[src/rtl/wb_stage_pipe.sv]
// rtl/wb_stage_pipe.sv - writeback stage: source mux, load formatting, registered valid/ready output
//
// Parameters: XLEN (32 or 64), NUM_SRC (>= 4), SEL_W, LOAD_SRC_IDX.
// Optional build macro: WB_RETIRE_CNT_EN adds RETIRE_CLR / RETIRE_CNT.
//
// Ports:
//   WB_CLK, WB_RST_N            clock, asynchronous active-low reset
//   IN_VALID / IN_READY         upstream handshake from the memory stage
//   SRC_DATA                    NUM_SRC flattened XLEN-wide sources
//   RF_WR_SEL                   source select (out-of-range selects give 0)
//   RD_ADDR, RF_WE_IN           destination register and its write request
//   MEM_SIZE, MEM_UNS, ADDR_LO  load size, zero-extend flag, byte-lane offset
//   FLUSH                       kills the held entry and the incoming entry
//   OUT_READY / OUT_VALID       downstream handshake toward the register file
//   WD, WA, WE                  register-file write data, address, enable
//   RETIRE_CLR, RETIRE_CNT      retire counter clear and value (optional)

module wb_stage_pipe #(
    parameter int XLEN         = 32,
    parameter int NUM_SRC      = 4,
    parameter int SEL_W        = $clog2(NUM_SRC),
    parameter int LOAD_SRC_IDX = 2
) (
    input  logic                    WB_CLK,
    input  logic                    WB_RST_N,
`ifdef WB_RETIRE_CNT_EN
    input  logic                    RETIRE_CLR,
    output logic [63:0]             RETIRE_CNT,
`endif
    input  logic                    IN_VALID,
    output logic                    IN_READY,
    input  logic [NUM_SRC*XLEN-1:0] SRC_DATA,
    input  logic [SEL_W-1:0]        RF_WR_SEL,
    input  logic [4:0]              RD_ADDR,
    input  logic                    RF_WE_IN,
    input  logic [1:0]              MEM_SIZE,
    input  logic                    MEM_UNS,
    input  logic [1:0]              ADDR_LO,
    input  logic                    FLUSH,
    input  logic                    OUT_READY,
    output logic                    OUT_VALID,
    output logic [XLEN-1:0]         WD,
    output logic [4:0]              WA,
    output logic                    WE
);

    localparam logic [SEL_W-1:0] LOAD_SEL = SEL_W'(LOAD_SRC_IDX);

    logic [XLEN-1:0] raw;
    logic [XLEN-1:0] fmt;
    logic [7:0]      byte_lane;
    logic [15:0]     half_lane;
    logic            accept;

    // A select with no matching slot falls through to the zero default.
    always_comb begin
        raw = '0;
        for (int k = 0; k < NUM_SRC; k++) begin
            if (RF_WR_SEL == SEL_W'(k)) begin
                raw = SRC_DATA[k*XLEN +: XLEN];
            end
        end
    end

    always_comb begin
        byte_lane = raw[7:0];
        case (ADDR_LO)
            2'd0:    byte_lane = raw[7:0];
            2'd1:    byte_lane = raw[15:8];
            2'd2:    byte_lane = raw[23:16];
            default: byte_lane = raw[31:24];
        endcase
    end

    // Halfword lanes are selected by ADDR_LO[1] only; misaligned halves are not split.
    assign half_lane = ADDR_LO[1] ? raw[31:16] : raw[15:0];

    // Size casts of signed operands sign-extend; unsigned operands zero-extend.
    always_comb begin
        fmt = raw;
        if (RF_WR_SEL == LOAD_SEL) begin
            case (MEM_SIZE)
                2'b00:   fmt = MEM_UNS ? XLEN'(byte_lane) : XLEN'($signed(byte_lane));
                2'b01:   fmt = MEM_UNS ? XLEN'(half_lane) : XLEN'($signed(half_lane));
                default: fmt = MEM_UNS ? XLEN'(raw[31:0]) : XLEN'($signed(raw[31:0]));
            endcase
        end
    end

    assign IN_READY = !OUT_VALID || OUT_READY;
    assign accept   = IN_VALID && IN_READY;

    // FLUSH outranks both accept and consume. WD/WA are left as they were
    // whenever the entry leaves, only the valid and enable drop.
    always_ff @(posedge WB_CLK or negedge WB_RST_N) begin
        if (!WB_RST_N) begin
            OUT_VALID <= 1'b0;
            WD        <= '0;
            WA        <= '0;
            WE        <= 1'b0;
        end else if (FLUSH) begin
            OUT_VALID <= 1'b0;
            WE        <= 1'b0;
        end else if (accept) begin
            OUT_VALID <= 1'b1;
            WD        <= fmt;
            WA        <= RD_ADDR;
            WE        <= RF_WE_IN && (RD_ADDR != 5'd0);
        end else if (OUT_VALID && OUT_READY) begin
            OUT_VALID <= 1'b0;
            WE        <= 1'b0;
        end
    end

`ifdef WB_RETIRE_CNT_EN
    // A held entry that is consumed on the same edge a FLUSH arrives has
    // already been taken downstream, so it still retires; the flushed
    // incoming entry never reaches OUT_VALID and so never counts.
    always_ff @(posedge WB_CLK or negedge WB_RST_N) begin
        if (!WB_RST_N) begin
            RETIRE_CNT <= '0;
        end else if (RETIRE_CLR) begin
            RETIRE_CNT <= '0;
        end else if (OUT_VALID && OUT_READY) begin
            RETIRE_CNT <= RETIRE_CNT + 64'd1;
        end
    end
`endif

endmodule

[config.mk]
export PLATFORM = sky130hd
export DESIGN_NAME = wb_stage_pipe
export DESIGN_NICKNAME = d
export VERILOG_FILES = /design/src/rtl/wb_stage_pipe.sv
export SDC_FILE = /design/constraint.sdc
export NUM_CORES = 1
export LEC_CHECK = 0
export BUFFER_PORTS_ARGS = -buffer_cell sky130_fd_sc_hd__clkbuf_2
export CELL_PAD_IN_SITES_DETAIL_PLACEMENT = 1
export CELL_PAD_IN_SITES_GLOBAL_PLACEMENT = 2
export CORE_ASPECT_RATIO = 0.9
export CORE_MARGIN = 5
export CORE_UTILIZATION = 26
export CTS_CLUSTER_SIZE = 30
export DETAILED_ROUTE_END_ITERATION = 8
export PLACE_DENSITY_LB_ADDON = 0.1
export SYNTH_ARGS = -nofsm -noshare
export SYNTH_HDL_FRONTEND = slang
export SYNTH_SLANG_ARGS = --single-unit
[constraint.sdc]
create_clock -name WB_CLK -period 2.1 [get_ports WB_CLK]
set_clock_uncertainty 0.2 [all_clocks]
set_input_delay 0 -clock WB_CLK [delete_from_list [all_inputs] [get_ports WB_CLK]]
set_output_delay 0 -clock WB_CLK [all_outputs]
set_load 0.02 [all_outputs]
* After elaboration in Yosys (flattened, before gate mapping) *
Index checks and enable logic that the tools add are counted.

word-level totals
  register bits = 39
  input port bits = 146
  output and inout port bits = 40

cells by class
  equality and inequality tests = 6
  multiplexer cells = 15
  bitwise gates (word level) = 1
  reduce and logical (&&, ||, !) cells = 11

operators by type and width
  operator            count
  $mux 32             7
  $pmux 32 s2         1
  $pmux 8 s3          1
  $mux 16             1
  $eq 2x1->1 const B  3
  $eq 2x2->1 const B  3
  $logic_not 2->1     3
  $mux 1              5
  $reduce_bool 5->1   1
  $logic_and 1x1->1   3
  $reduce_bool 3->1   1
  $reduce_and 2->1    1
  $logic_not 1->1     1
  $logic_or 1x1->1    1
  $not 1->1           1

* Longest topological paths before layout *
  depth in word-level cells = 9
  depth in mapped cells = 8
  gate-level depth less buffers = 5

* Worst setup path after synthesis *
No wires, ideal clock.

  path kind = register to register
  start point = reg OUT_VALID
  end point = reg WD[3]
  setup time = 94 ps
  data arrival time = 1,691 ps
  data required time = 1,806 ps
  path slack = 115 ps
  stages on the path, launching flop included = 7
  buffers on the path = 1
  clock period less this slack = 1,985 ps
  path through = dfrtp_1 -> nor2b_1 -> inv_1 -> nand2_1 -> clkbuf_1 -> nor3_1 -> a211oi_1

on the way
  longest elaborated chain between the ends = 4

RTL lines
  item                        line  source
  start: declaration          41    output logic OUT_VALID,
  start signal: assignment    97    OUT_VALID <= 1'b0;
  start signal: assignment    102   OUT_VALID <= 1'b0;
  start signal: assignment    105   OUT_VALID <= 1'b1;
  $logic_not 1->1             90    assign IN_READY = !OUT_VALID || OUT_READY;
  $logic_or 1x1->1            90
  via IN_READY                31    output logic IN_READY,
  $logic_and 1x1->1           91    assign accept = IN_VALID && IN_READY;
  $reduce_and 2->1 (no line)  --
  end signal: assignment      106   WD <= fmt;
  end: declaration            42    output logic [XLEN-1:0] WD,

The timed path passes the listed nets, and every way through them passes these cells.
A chain may end at the register's enable or synchronous reset.

* Worst setup path after layout *
  start point = in MEM_SIZE[0]
  end point = reg WD[18]

on the way
  longest elaborated chain between the ends = 3

RTL lines
  item                                                  line  source
  start: declaration                                    36    input logic [1:0] MEM_SIZE,
  $eq 2x1->1 / $logic_not 2->1 (equally long branches)  82    case (MEM_SIZE)
  $pmux 32 s2 *                                         82
  $mux 32 *                                             81    if (RF_WR_SEL == LOAD_SEL) begin

Every way passes the cells marked *; elsewhere a longest branch is shown, timed or not.

==> run summary <==
The synthesized area per cell was 10.68 um2. Clock-pin slew was measured on the worst setup and hold paths at 0.06 ns. dfrtp_1 takes more of the synthesized area than any other cell. CTS built an H-tree with a depth of 2.

In the final routed layout, each cell accounts on average for 19.62 um. The worst setup path is of the in2reg kind. The share of total power dissipated in sequential elements is 32.7%. VDD sags by at most 0.0003265 V. The kind of end point of the critical path was a flip-flop.

In the synthesized netlist the dominant register cell turns out to be dfrtp_1. The flow ran to the end, and the final reports show no timing, DRC or antenna violations. 186 I/O pins were placed. The run gives 40 as the maximum number of pins on one net before global-route repair. After synthesis the netlist holds a flip-flop and latch count of 39. The post-route fraction of the period consumed by the critical path came out at 91.04%. The area inside the core boundary came out at 12640 um2. The worst register-to-register path has a setup slack of 0.26 ns. The logs give 1470 for the number of fillers in the final layout and 312 for the gate count of the mapped netlist.

Detailed placement ended at an HPWL of 11250 um. Measured along the x axis, the die boundary spans 129.4 um. For the number of clock buffers inserted by TritonCTS, the log shows 5. The synthesized netlist contains 41 unique library cells.

The switching power of the nets came out at 0.0009884 W. Startpoint type of the worst setup path: a primary input. The worst register-to-register path begins at OUT_VALID. Along the worst path, the maximum fanout reaches 17. Measured against the total synthesized area, the mux share comes to 31.87%. The clock period could shrink to 1.912 ns.

Summing the areas of all compound-gate instances in the mapped netlist gives 18.69% of the synthesized area. The count of synthesis-stage warnings from yosys was 0; the number of enable flip-flop cells after synthesis was 0. Summing the areas of all and, or, nand and nor instances in the mapped netlist gives 15.20% of the synthesized area. For the count of endpoints failing setup in the final report, the log shows 0. By area the synthesized netlist is led by dfrtp_1 (29%), mux4_2 (24%), mux2i_1 (5.4%).

The overall die height works out to 117.4 um. In this run the tool buffered the top-level ports with 185 buffer cells. The largest single stage delay on the critical path is 0.55 ns. Prior to clock tree synthesis, the placed netlist has a worst setup slack of 0.06390 ns. The required time of the worst setup path is 2.09 ns.

For the worst setup path, the data arrival time is 1.90 ns. The number of nets in the synthesized netlist is 458. Setup slack on the critical path of the routed design comes to 0.1882 ns.

The share of the Yosys chip area taken by registers is 29.28%. The first global-routing pass estimated 21400 um of wire. For the number of antenna violations at the first check in global routing, the log shows 0. After global routing the overflow that remains totals 0. Of the total power, the clock network draws 29.8%. Clock root buffer: clkbuf_16. Grouping stages by cell kind, the critical path spends the most delay in buffers and inverters.

Fraction of final layout cells with drive strength greater than 1: 53.54%. For hold timing, the worst endpoint is WD[1]. The leakage power total was 2.167 nW; the worst-margin pin slew was 0.5287 ns.

The run gives 5 as the first-pass iteration count of the detailed router. Traced cell by cell, the critical path runs through dlygate4sd3_1 > clkbuf_2 > nor4_1 > buf_4 > nand4b_2 > buf_12 > a41oi_1. The worst register-to-register path has a depth of 6.

Measured against its own limit, the worst slew margin works out to 64.76%. For the max-capacitance violation count, the log shows 0. Setup repair after global routing left no endpoint under its margin. The summed negative setup slack over all endpoints was 0 ns; the count of endpoints failing hold in the final timing report was 0. The critical path contains buffers and inverters numbering 4 combined. Number of sinks handled by clock tree synthesis: 39. The via count of the first global-routing pass is 3831. Global routing consumed, over all layers together, 17.59% of the routing resources. The logs give 0 for the detailed-route DRC error count and 0.7654 for the final RePlAce weighted congestion. The first routing iteration left 165 violations. The tools report the post-route total power as 0.002965 W. In the final design database the tool counted 653 nets. The initialized floorplan defines 39 standard-cell rows.

Cells fill 37.99% of the core in the end. Power spread over the standard cell area amounts to 617.6 nW/um2. TritonCTS built the clock tree. The routed layout has 3414 vias.

The number of buffers between clock root and the deepest sink was 2. The floorplan step defined a die boundary enclosing 15190 um2. Summing the areas of all fa, ha and maj instances in the mapped netlist gives 0% of the synthesized area.

In this run the most critical hold path is launched from SRC_DATA[49]. The count of nets left with antenna violations once routing finished came out at 0. The number of pins exceeding their max-slew limit in the final report came out at 0. The routed design has 13190 um of wire. For the worst-skew pair, the clock arrives at the later sink with an insertion delay of 0.27 ns.

The starting density of the core was 26.37%; the share of power burned in combinational logic was 37.5%. Post-CTS timing repair inserted 0 buffers for setup. Cell internal power was estimated by the tool at 0.001977 W.

Counting instances, the worst hold path has a depth of 5. The async set-or-reset flop fraction in the synthesized netlist is 100.0%, and the fraction of power spent switching nets is 33.33%. Summing every instance area after synthesis gives 3333 um2. Via density per instance: 5.080. The synthesized-area fraction occupied by xor and xnor cells is 0%, and the signed area change from the synthesized netlist to the final layout is 44.03%. After synthesis, the largest area contributor takes up 29.28% of total cell area. The slowest stage of the critical path belongs to the cell dlygate4sd3_1. Dominant combinational cell family by area after synthesis: multiplexers. The worst hold path class is in2reg.

The diode insertion count for antenna repair was 0. The worst register-to-register path ends at WD[5]. For this run, the top clock speed supported by timing is 0.5231 GHz.
-- per-layer routing --
layer	vias to the layer above	GRT usage, %	wire length (um)
met5	-	0	0
met4	0	2.756	70
met3	4	3.364	954
met2	131	27.20	6030
met1	1655	25.95	6129
li1	1624	-	-
-- power groups by stage --
stage	sequential [W]	combinational, W	clock (W)
floorplan	0.00113	0.000483	0
global placement	0.000980	0.00111	0
detailed placement	0.000987	0.00112	0
CTS	0.000974	0.00113	0.000914
global route	0.000988	0.00122	0.000951
finish	0.000968	0.00111	0.000884
-- through the flow --
step,cells,hold WS (ns),cell area [um2]
floorplan,312,-0.4956,3333
finish,672,0.01947,4801
global route,672,0.09527,4801
global placement,653,-0.09554,4514
CTS,672,0.01282,4798
detailed placement,653,-0.09549,4514
-- synth_stat cells, types with 2 or more instances --
cell type  instances
o22a_1             2
mux4_2            36
mux2i_1           18
a2111o_1           3
nand2b_1           3
buf_4              3
a21oi_1           14
a31oi_2           10
nor2b_1            5
and2_1             4
dfrtp_1           39
or3_1              3
o21a_1             3
buf_6              4
a22oi_1            6
mux2_2             5
a211oi_1           3
nor3b_1            6
a41oi_1            9
nor2_1            28
nand3_2            2
nand2_1           36
nand3b_1           2
buf_2              9
nor3_1             4
o22ai_1           13
inv_1              2
a31oi_1           11
o21ai_0            5
nand4b_1           2
clkbuf_1          12
-- sequential cells by signal, indices dropped and copies added (netlist names) --
name	cells
WD	32
OUT_VALID	1
WE	1
WA	5
-- cell type report --
type / instances / area [um2] / share of cell area (%)
Tap cell: 164 / 205.2 / 4.274
Clock inverter: 2 / 35.03 / 0.7297
Timing Repair Buffer: 216 / 1236 / 25.75
Clock buffer: 6 / 138.9 / 2.893
Sequential cell: 39 / 975.9 / 20.33
Multi-Input combinational cell: 243 / 2202 / 45.87
Inverter: 2 / 7.507 / 0.1564
-- tightest hold or removal path, cell delays in order --
cell and delay, ns:
clkbuf_2 0.08, mux2i_1 0.07, nand2_1 0.06, a41oi_1 0.12, a21oi_1 0.11
-- logic make-up after synthesis --
group	count (synthesis)
AOI/OAI and AO/OA	82
buffers and inverters	30
DFF	39
muxes	60
and+or+nand+nor	101
-- how the worst max path moves through the flow --
stage	depth (start not counted)	slack, ns	startpoint	end
final	7	0.19	MEM_SIZE[0]	WD[18]
after global placement	5	0.08	RF_WR_SEL[0]	WD[13]
after global routing	7	0.003	MEM_SIZE[0]	WD[20]
after CTS	6	0.08	OUT_VALID	WD[5]
after detailed placement	5	0.06	RF_WR_SEL[0]	WD[11]
after floorplan	6	0.11	OUT_VALID	WD[3]
-- repair_timing --
| item | in CTS | in global routing |
|---|---|---|
| setup endpoints to repair | 0 | 13 |
| resized for setup | 0 | 1 |
| hold buffers | 11 | 0 |
| hold endpoints to repair | 49 | 0 |
-- cells in the final DEF (no fill, tap or decap), types with 5 or more instances in the layout --
cell type      instances
a31oi_2               10
mux4_2                36
nand2_1               36
clkbuf_2             184
nor2_1                27
dfrtp_1               39
a22oi_1                6
mux2_2                 5
a31oi_1               11
dlygate4sd3_1         11
mux2i_1               18
o21ai_0                5
nor3b_1                6
o22ai_1               13
buf_4                 16
a21oi_1               14
a41oi_1                9
clkbuf_16              5
Power figures use the tool's default switching activity.
